File: src/rtl/readout_sequencer.sv
// Sequences an event readout across NCH digitizer channels in ascending order,
// emitting one header word and how_many data words per enabled channel.
module readout_sequencer #(
    parameter int NCH    = 4,
    parameter int CHW    = 2,
    parameter int SIZE   = 12,
    parameter int WIDTH  = 12,
    parameter int RD_LAT = 2
) (
    input  logic                 clk,
    input  logic                 reset,
    input  logic                 start,
    input  logic [NCH-1:0]       ch_enable,
    input  logic [SIZE-1:0]      how_many,
    output logic                 busy,
    output logic                 done,
    output logic [NCH-1:0]       ch_read_request,
    input  logic [NCH*WIDTH-1:0] ch_data,
    output logic                 out_valid,
    output logic                 out_header,
    output logic [CHW-1:0]       out_chan,
    output logic [WIDTH-1:0]     out_data
);
    localparam int PW = $clog2(NCH + 1);

    typedef enum logic [2:0] {IDLE, SELECT, HEADER, READ, DRAIN, FINISH} state_t;

    state_t            state;
    logic [NCH-1:0]    mask;
    logic [SIZE-1:0]   count;
    logic [SIZE-1:0]   remaining;
    logic [PW-1:0]     ptr;
    logic [CHW-1:0]    cur;
    logic [RD_LAT-1:0] pipe;

    logic              found;
    logic [CHW-1:0]    next_ch;
    logic [PW-1:0]     next_ptr;
    logic [WIDTH-1:0]  cur_data;

    // Descending scan so the lowest enabled channel at or above ptr wins.
    always_comb begin
        found    = 1'b0;
        next_ch  = '0;
        next_ptr = '0;
        for (int i = NCH - 1; i >= 0; i--) begin
            if (mask[i] && (PW'(i) >= ptr)) begin
                found    = 1'b1;
                next_ch  = CHW'(i);
                next_ptr = PW'(i + 1);
            end
        end
    end

    always_comb begin
        cur_data = '0;
        for (int i = 0; i < NCH; i++) begin
            if (CHW'(i) == cur) begin
                cur_data = ch_data[i*WIDTH +: WIDTH];
            end
        end
    end

    always_ff @(posedge clk) begin
        if (reset) begin
            state           <= IDLE;
            mask            <= '0;
            count           <= '0;
            remaining       <= '0;
            ptr             <= '0;
            cur             <= '0;
            pipe            <= '0;
            busy            <= 1'b0;
            done            <= 1'b0;
            ch_read_request <= '0;
            out_valid       <= 1'b0;
            out_header      <= 1'b0;
            out_chan        <= '0;
            out_data        <= '0;
        end else begin
            done       <= 1'b0;
            out_valid  <= 1'b0;
            out_header <= 1'b0;
            out_chan   <= '0;
            out_data   <= '0;

            // Each request cycle travels RD_LAT stages, then the sample is registered out.
            pipe <= (pipe << 1) | RD_LAT'(|ch_read_request);
            if (pipe[RD_LAT-1]) begin
                out_valid <= 1'b1;
                out_chan  <= cur;
                out_data  <= cur_data;
            end

            case (state)
                IDLE: begin
                    if (start) begin
                        mask  <= ch_enable;
                        count <= how_many;
                        ptr   <= '0;
                        busy  <= 1'b1;
                        state <= SELECT;
                    end
                end
                SELECT: begin
                    if (!found || count == '0) begin
                        busy  <= 1'b0;
                        done  <= 1'b1;
                        state <= FINISH;
                    end else begin
                        cur   <= next_ch;
                        ptr   <= next_ptr;
                        state <= HEADER;
                    end
                end
                HEADER: begin
                    out_valid       <= 1'b1;
                    out_header      <= 1'b1;
                    out_chan        <= cur;
                    out_data        <= WIDTH'(count);
                    ch_read_request <= NCH'(1) << cur;
                    remaining       <= count;
                    state           <= READ;
                end
                READ: begin
                    if (remaining == SIZE'(1)) begin
                        ch_read_request <= '0;
                        state           <= DRAIN;
                    end else begin
                        remaining <= remaining - SIZE'(1);
                    end
                end
                DRAIN: begin
                    if (pipe == '0) begin
                        state <= SELECT;
                    end
                end
                FINISH: begin
                    state <= IDLE;
                end
                default: begin
                    state <= IDLE;
                end
            endcase
        end
    end
endmodule

File: config.mk
export PLATFORM = sky130hd
export DESIGN_NAME = readout_sequencer
export DESIGN_NICKNAME = d
export VERILOG_FILES = /design/src/rtl/readout_sequencer.sv
export SDC_FILE = /design/constraint.sdc
export NUM_CORES = 1
export LEC_CHECK = 0
export CORE_MARGIN = 2
export CORE_UTILIZATION = 30
export CTS_CLUSTER_DIAMETER = 30
export DETAILED_ROUTE_END_ITERATION = 12
export SLEW_MARGIN = 40
export SYNTH_ARGS = -nofsm -noshare
export SYNTH_HDL_FRONTEND = slang
export SYNTH_SLANG_ARGS = --single-unit
export TNS_END_PERCENT = 20
File: constraint.sdc
create_clock -name clk -period 4.8 [get_ports clk]
set_input_delay 0.96 -clock clk [delete_from_list [all_inputs] [get_ports clk]]
set_output_delay 0.96 -clock clk [all_outputs]
set_load 0.02 [all_outputs]
==> run_summary.xml <==
<?xml version="1.0" encoding="UTF-8"?>
<metrics>
  <group name="timing">
    <metric name="worst_clock_skew" unit="ps">8.24</metric>
    <metric name="timing.fmax" unit="MHz">408</metric>
    <metric name="worst-slew-pin-transition" unit="ps">773</metric>
    <metric name="finalCriticalPeriod" unit="ps">2450</metric>
    <metric name="hold_violations" unit="">0</metric>
    <metric name="fin_crit_sh" unit="">0.510</metric>
    <metric name="slew_hr" unit="">0.484</metric>
    <metric name="final_max_slew_viol_count" unit="">0</metric>
    <metric name="grt_setup_unrepaired" unit="">no</metric>
    <metric name="setup_violations" unit="">0</metric>
    <metric name="setup-tns-final" unit="ps">0</metric>
  </group>
  <group name="synth">
    <metric name="syn_area" unit="mm2">0.00291</metric>
    <metric name="synth_simple_gate_area_share" unit="">0.223</metric>
    <metric name="synth_top_family_by_area" unit="">simple AND/OR/NAND/NOR gates</metric>
    <metric name="postSynth.asyncResetShare" unit="">0</metric>
    <metric name="synth_enable_flop_cells" unit="">0</metric>
    <metric name="synthAdderAreaFrac" unit="">0.00859</metric>
    <metric name="synth.net_count" unit="">391</metric>
    <metric name="synth_sequential_area_ratio" unit="">0.412</metric>
    <metric name="avgSynthCellArea" unit="um2">9.05</metric>
    <metric name="postSynthCellCount" unit="">322</metric>
    <metric name="synth_xor_area_frac" unit="">0</metric>
    <metric name="postSynthRegisterBits" unit="">60</metric>
    <metric name="synth-compound-area-share" unit="">0.215</metric>
    <metric name="synth_flop_cell" unit="">dfxtp_1</metric>
    <metric name="synth.mux.area_fraction" unit="">0.100</metric>
    <metric name="ys_types" unit="">56</metric>
    <metric name="ys.warnings.count" unit="">0</metric>
  </group>
  <group name="cells_and_area">
    <metric name="insertedDiodeCount" unit="">0</metric>
    <metric name="final_nets" unit="">473</metric>
    <metric name="synthToLayoutAreaGrowth" unit="%">42.2</metric>
    <metric name="multi_input_comb_area" unit="mm2">0.00160</metric>
    <metric name="final_design_area_no_fill" unit="mm2">0.00414</metric>
    <metric name="drive_gt1_frac" unit="">0.115</metric>
    <metric name="fill_cells" unit="">919</metric>
    <metric name="flip_flop_and_latch_area" unit="mm2">0.00120</metric>
  </group>
  <group name="cts">
    <metric name="cts_sinks" unit="">60</metric>
    <metric name="buffer_cell_driving_the_clock_tree_root" unit="">clkbuf_8</metric>
    <metric name="clk_latency" unit="ps">340</metric>
    <metric name="tritoncts.num_buffers" unit="">9</metric>
    <metric name="cts-hold-fix-buffers" unit="">0</metric>
    <metric name="post_cts_resized" unit="">0</metric>
    <metric name="cts_buffer_depth" unit="">2</metric>
    <metric name="post_cts_buffers" unit="">0</metric>
    <metric name="cts_max_level" unit="">3</metric>
    <metric name="clk_pin_slew" unit="ps">70</metric>
    <metric name="cts_tree" unit="">done</metric>
  </group>
  <group name="route">
    <metric name="via_per_inst" unit="">5.09</metric>
    <metric name="detailroute.via_count" unit="">2739</metric>
    <metric name="antenna_left" unit="">0</metric>
    <metric name="routed_wirelength" unit="um">8520</metric>
    <metric name="drc" unit="">0</metric>
    <metric name="detail_route.wl_per_cell" unit="um">15.8</metric>
    <metric name="detailedRoute.firstPassIterationCount" unit="">4</metric>
    <metric name="first_iter_violations" unit="">176</metric>
  </group>
  <group name="floorplan">
    <metric name="num_io_pins" unit="">89</metric>
    <metric name="die_width" unit="um">103</metric>
    <metric name="fp.coreArea" unit="mm2">0.00933</metric>
    <metric name="floorplan.initialDensity" unit="">0.312</metric>
    <metric name="die_h" unit="um">103</metric>
    <metric name="design.die.area" unit="mm2">0.0105</metric>
    <metric name="fp-row-count" unit="">35</metric>
  </group>
  <group name="worst_setup_path">
    <metric name="crit_path_cell_trace" unit="">clkdlybuf4s50_1 &gt; nand3_1 &gt; and2_4 &gt; o41ai_2</metric>
    <metric name="crit_end_category" unit="">flop</metric>
    <metric name="max_stage_delay" unit="ps">550</metric>
    <metric name="critPathRequiredTime" unit="ps">5040</metric>
    <metric name="cpMaxStageDelayCell" unit="">nand3_1</metric>
    <metric name="worstPathMaxFanout" unit="">20</metric>
    <metric name="crit_path_start_kind" unit="">input port</metric>
    <metric name="path_class" unit="">input port to flop</metric>
    <metric name="worst-endpoint-arrival" unit="ps">2690</metric>
  </group>
  <group name="pwr">
    <metric name="total_leakage_power" unit="nW">1.44</metric>
    <metric name="total_power" unit="mW">1.53</metric>
    <metric name="p_per_area" unit="mW/mm2">369</metric>
    <metric name="worst_ir_drop_vdd" unit="V">0.000191</metric>
  </group>
  <group name="run">
    <metric name="cap_violations" unit="">0</metric>
  </group>
  <group name="placement">
    <metric name="place_area" unit="mm2">0.00388</metric>
    <metric name="place.gp.congestion" unit="">0.871</metric>
    <metric name="port_buffers" unit="">88</metric>
    <metric name="dp_hpwl" unit="um">6210</metric>
  </group>
  <group name="global_route">
    <metric name="grt_pass1_vias" unit="">2573</metric>
    <metric name="grt_pass1_wl" unit="um">13200</metric>
    <metric name="grt_remaining_overflow" unit="">0</metric>
    <metric name="grt_antenna_before_repair" unit="">0</metric>
    <metric name="largest_net_degree_at_the_start_of_global_routing" unit="">50</metric>
    <metric name="grtUsageTotal" unit="">0.164</metric>
  </group>
  <group name="run_status">
    <metric name="run_status" unit="">completed</metric>
  </group>
  <group name="min_path">
    <metric name="timing.hold.worst.class" unit="">flop to flop</metric>
  </group>
</metrics>
[registers in the layout (all words and copies together) (netlist names), 3 cells and up]
name / cells
mask: 4
ch_read_request: 4
state: 3
ptr: 3
count: 12
out_data: 12
remaining: 12
[cell families after synthesis]
kind of cell,Yosys count
flops,60
compound gates,93
simple gates,125
buf+inv,28
fa+ha+maj,2
mux,14
[layout by cell type, fill, tap and decap left out, types with 3 or more instances in the layout]
cell type / netlist / layout
inv_1: 7 / 7
clkdlybuf4s50_1: 0 / 88
nand2_1: 46 / 46
nor4_1: 5 / 5
a22o_1: 12 / 12
a211oi_1: 3 / 3
nor2_1: 22 / 21
nor2b_1: 3 / 3
a31oi_1: 3 / 3
buf_4: 2 / 3
o31ai_1: 3 / 3
nor3b_1: 3 / 3
nand3_1: 5 / 5
or3_1: 5 / 5
clkbuf_8: 0 / 12
a21oi_1: 36 / 36
mux4_2: 12 / 12
dfxtp_1: 60 / 59
nand2b_1: 5 / 5
o21ai_0: 14 / 14
nor3_1: 11 / 11
a22oi_1: 3 / 3
[report_power, final]
group	switching [mW]	total (mW)	internal, mW
Sequential	0.0658	0.608	0.543
Combinational	0.204	0.389	0.185
Clock	0.198	0.533	0.335
[final cells by class]
cell class	instances	share of cell area
multi-input cells	234	0.387
well taps	129	0.0390
flip-flops and latches	60	0.290
inverters	7	0.00634
clock inverters	3	0.0163
repair buffers	92	0.221
clock buffers	13	0.0408
[critical path: cells and delay by family]
| kind | cells | cell delay [ps] |
|---|---|---|
| buf+inv | 1 | 500 |
| compound gates | 1 | 280 |
| simple gates | 2 | 940 |
[cell usage after synthesis, types with 6 or more instances]
| library cell | instances | area share |
|---|---|---|
| mux4_2 | 12 | 0.093 |
| dfxtp_1 | 60 | 0.41 |
| a22o_1 | 12 | 0.036 |
| clkbuf_1 | 12 | 0.015 |
| inv_1 | 7 | 0.0090 |
| o21ai_0 | 14 | 0.024 |
| buf_2 | 6 | 0.010 |
| nor2_1 | 22 | 0.028 |
| nand2_1 | 46 | 0.059 |
| a21oi_1 | 36 | 0.062 |
| nor3_1 | 11 | 0.019 |
[metrics by stage]
step / setup slack (ps) / utilization / cells / hold slack [ps]
after detailed placement: 2000 / 0.416 / 521 / 463
after CTS: 2280 / 0.442 / 537 / 471
final: 2350 / 0.444 / 538 / 467
after global routing: 2200 / 0.444 / 538 / 509
after floorplan: 2870 / - / 322 / 440
after global placement: 2050 / 0.416 / 521 / 459
[path summary, 6_finish.rpt]
check	depth (start not counted)	to	start	slack (ps)
setup / recovery	4	ptr[2]	start	2350
hold / removal	2	mask[0]	mask[0]	470
setup reg to reg	6	remaining[10]	remaining[0]	2470
hold reg to reg	2	mask[0]	mask[0]	470
[metal layers]
layer / up-vias / GRT usage / wire [um]
met3: 9 / 0.0475 / 452
met2: 83 / 0.259 / 4060
met4: 0 / 0.0410 / 111
li1: 1348 / - / -
met5: - / 0 / 0
met1: 1299 / 0.222 / 3890
Note: power is estimated with default switching activity, not from simulation.
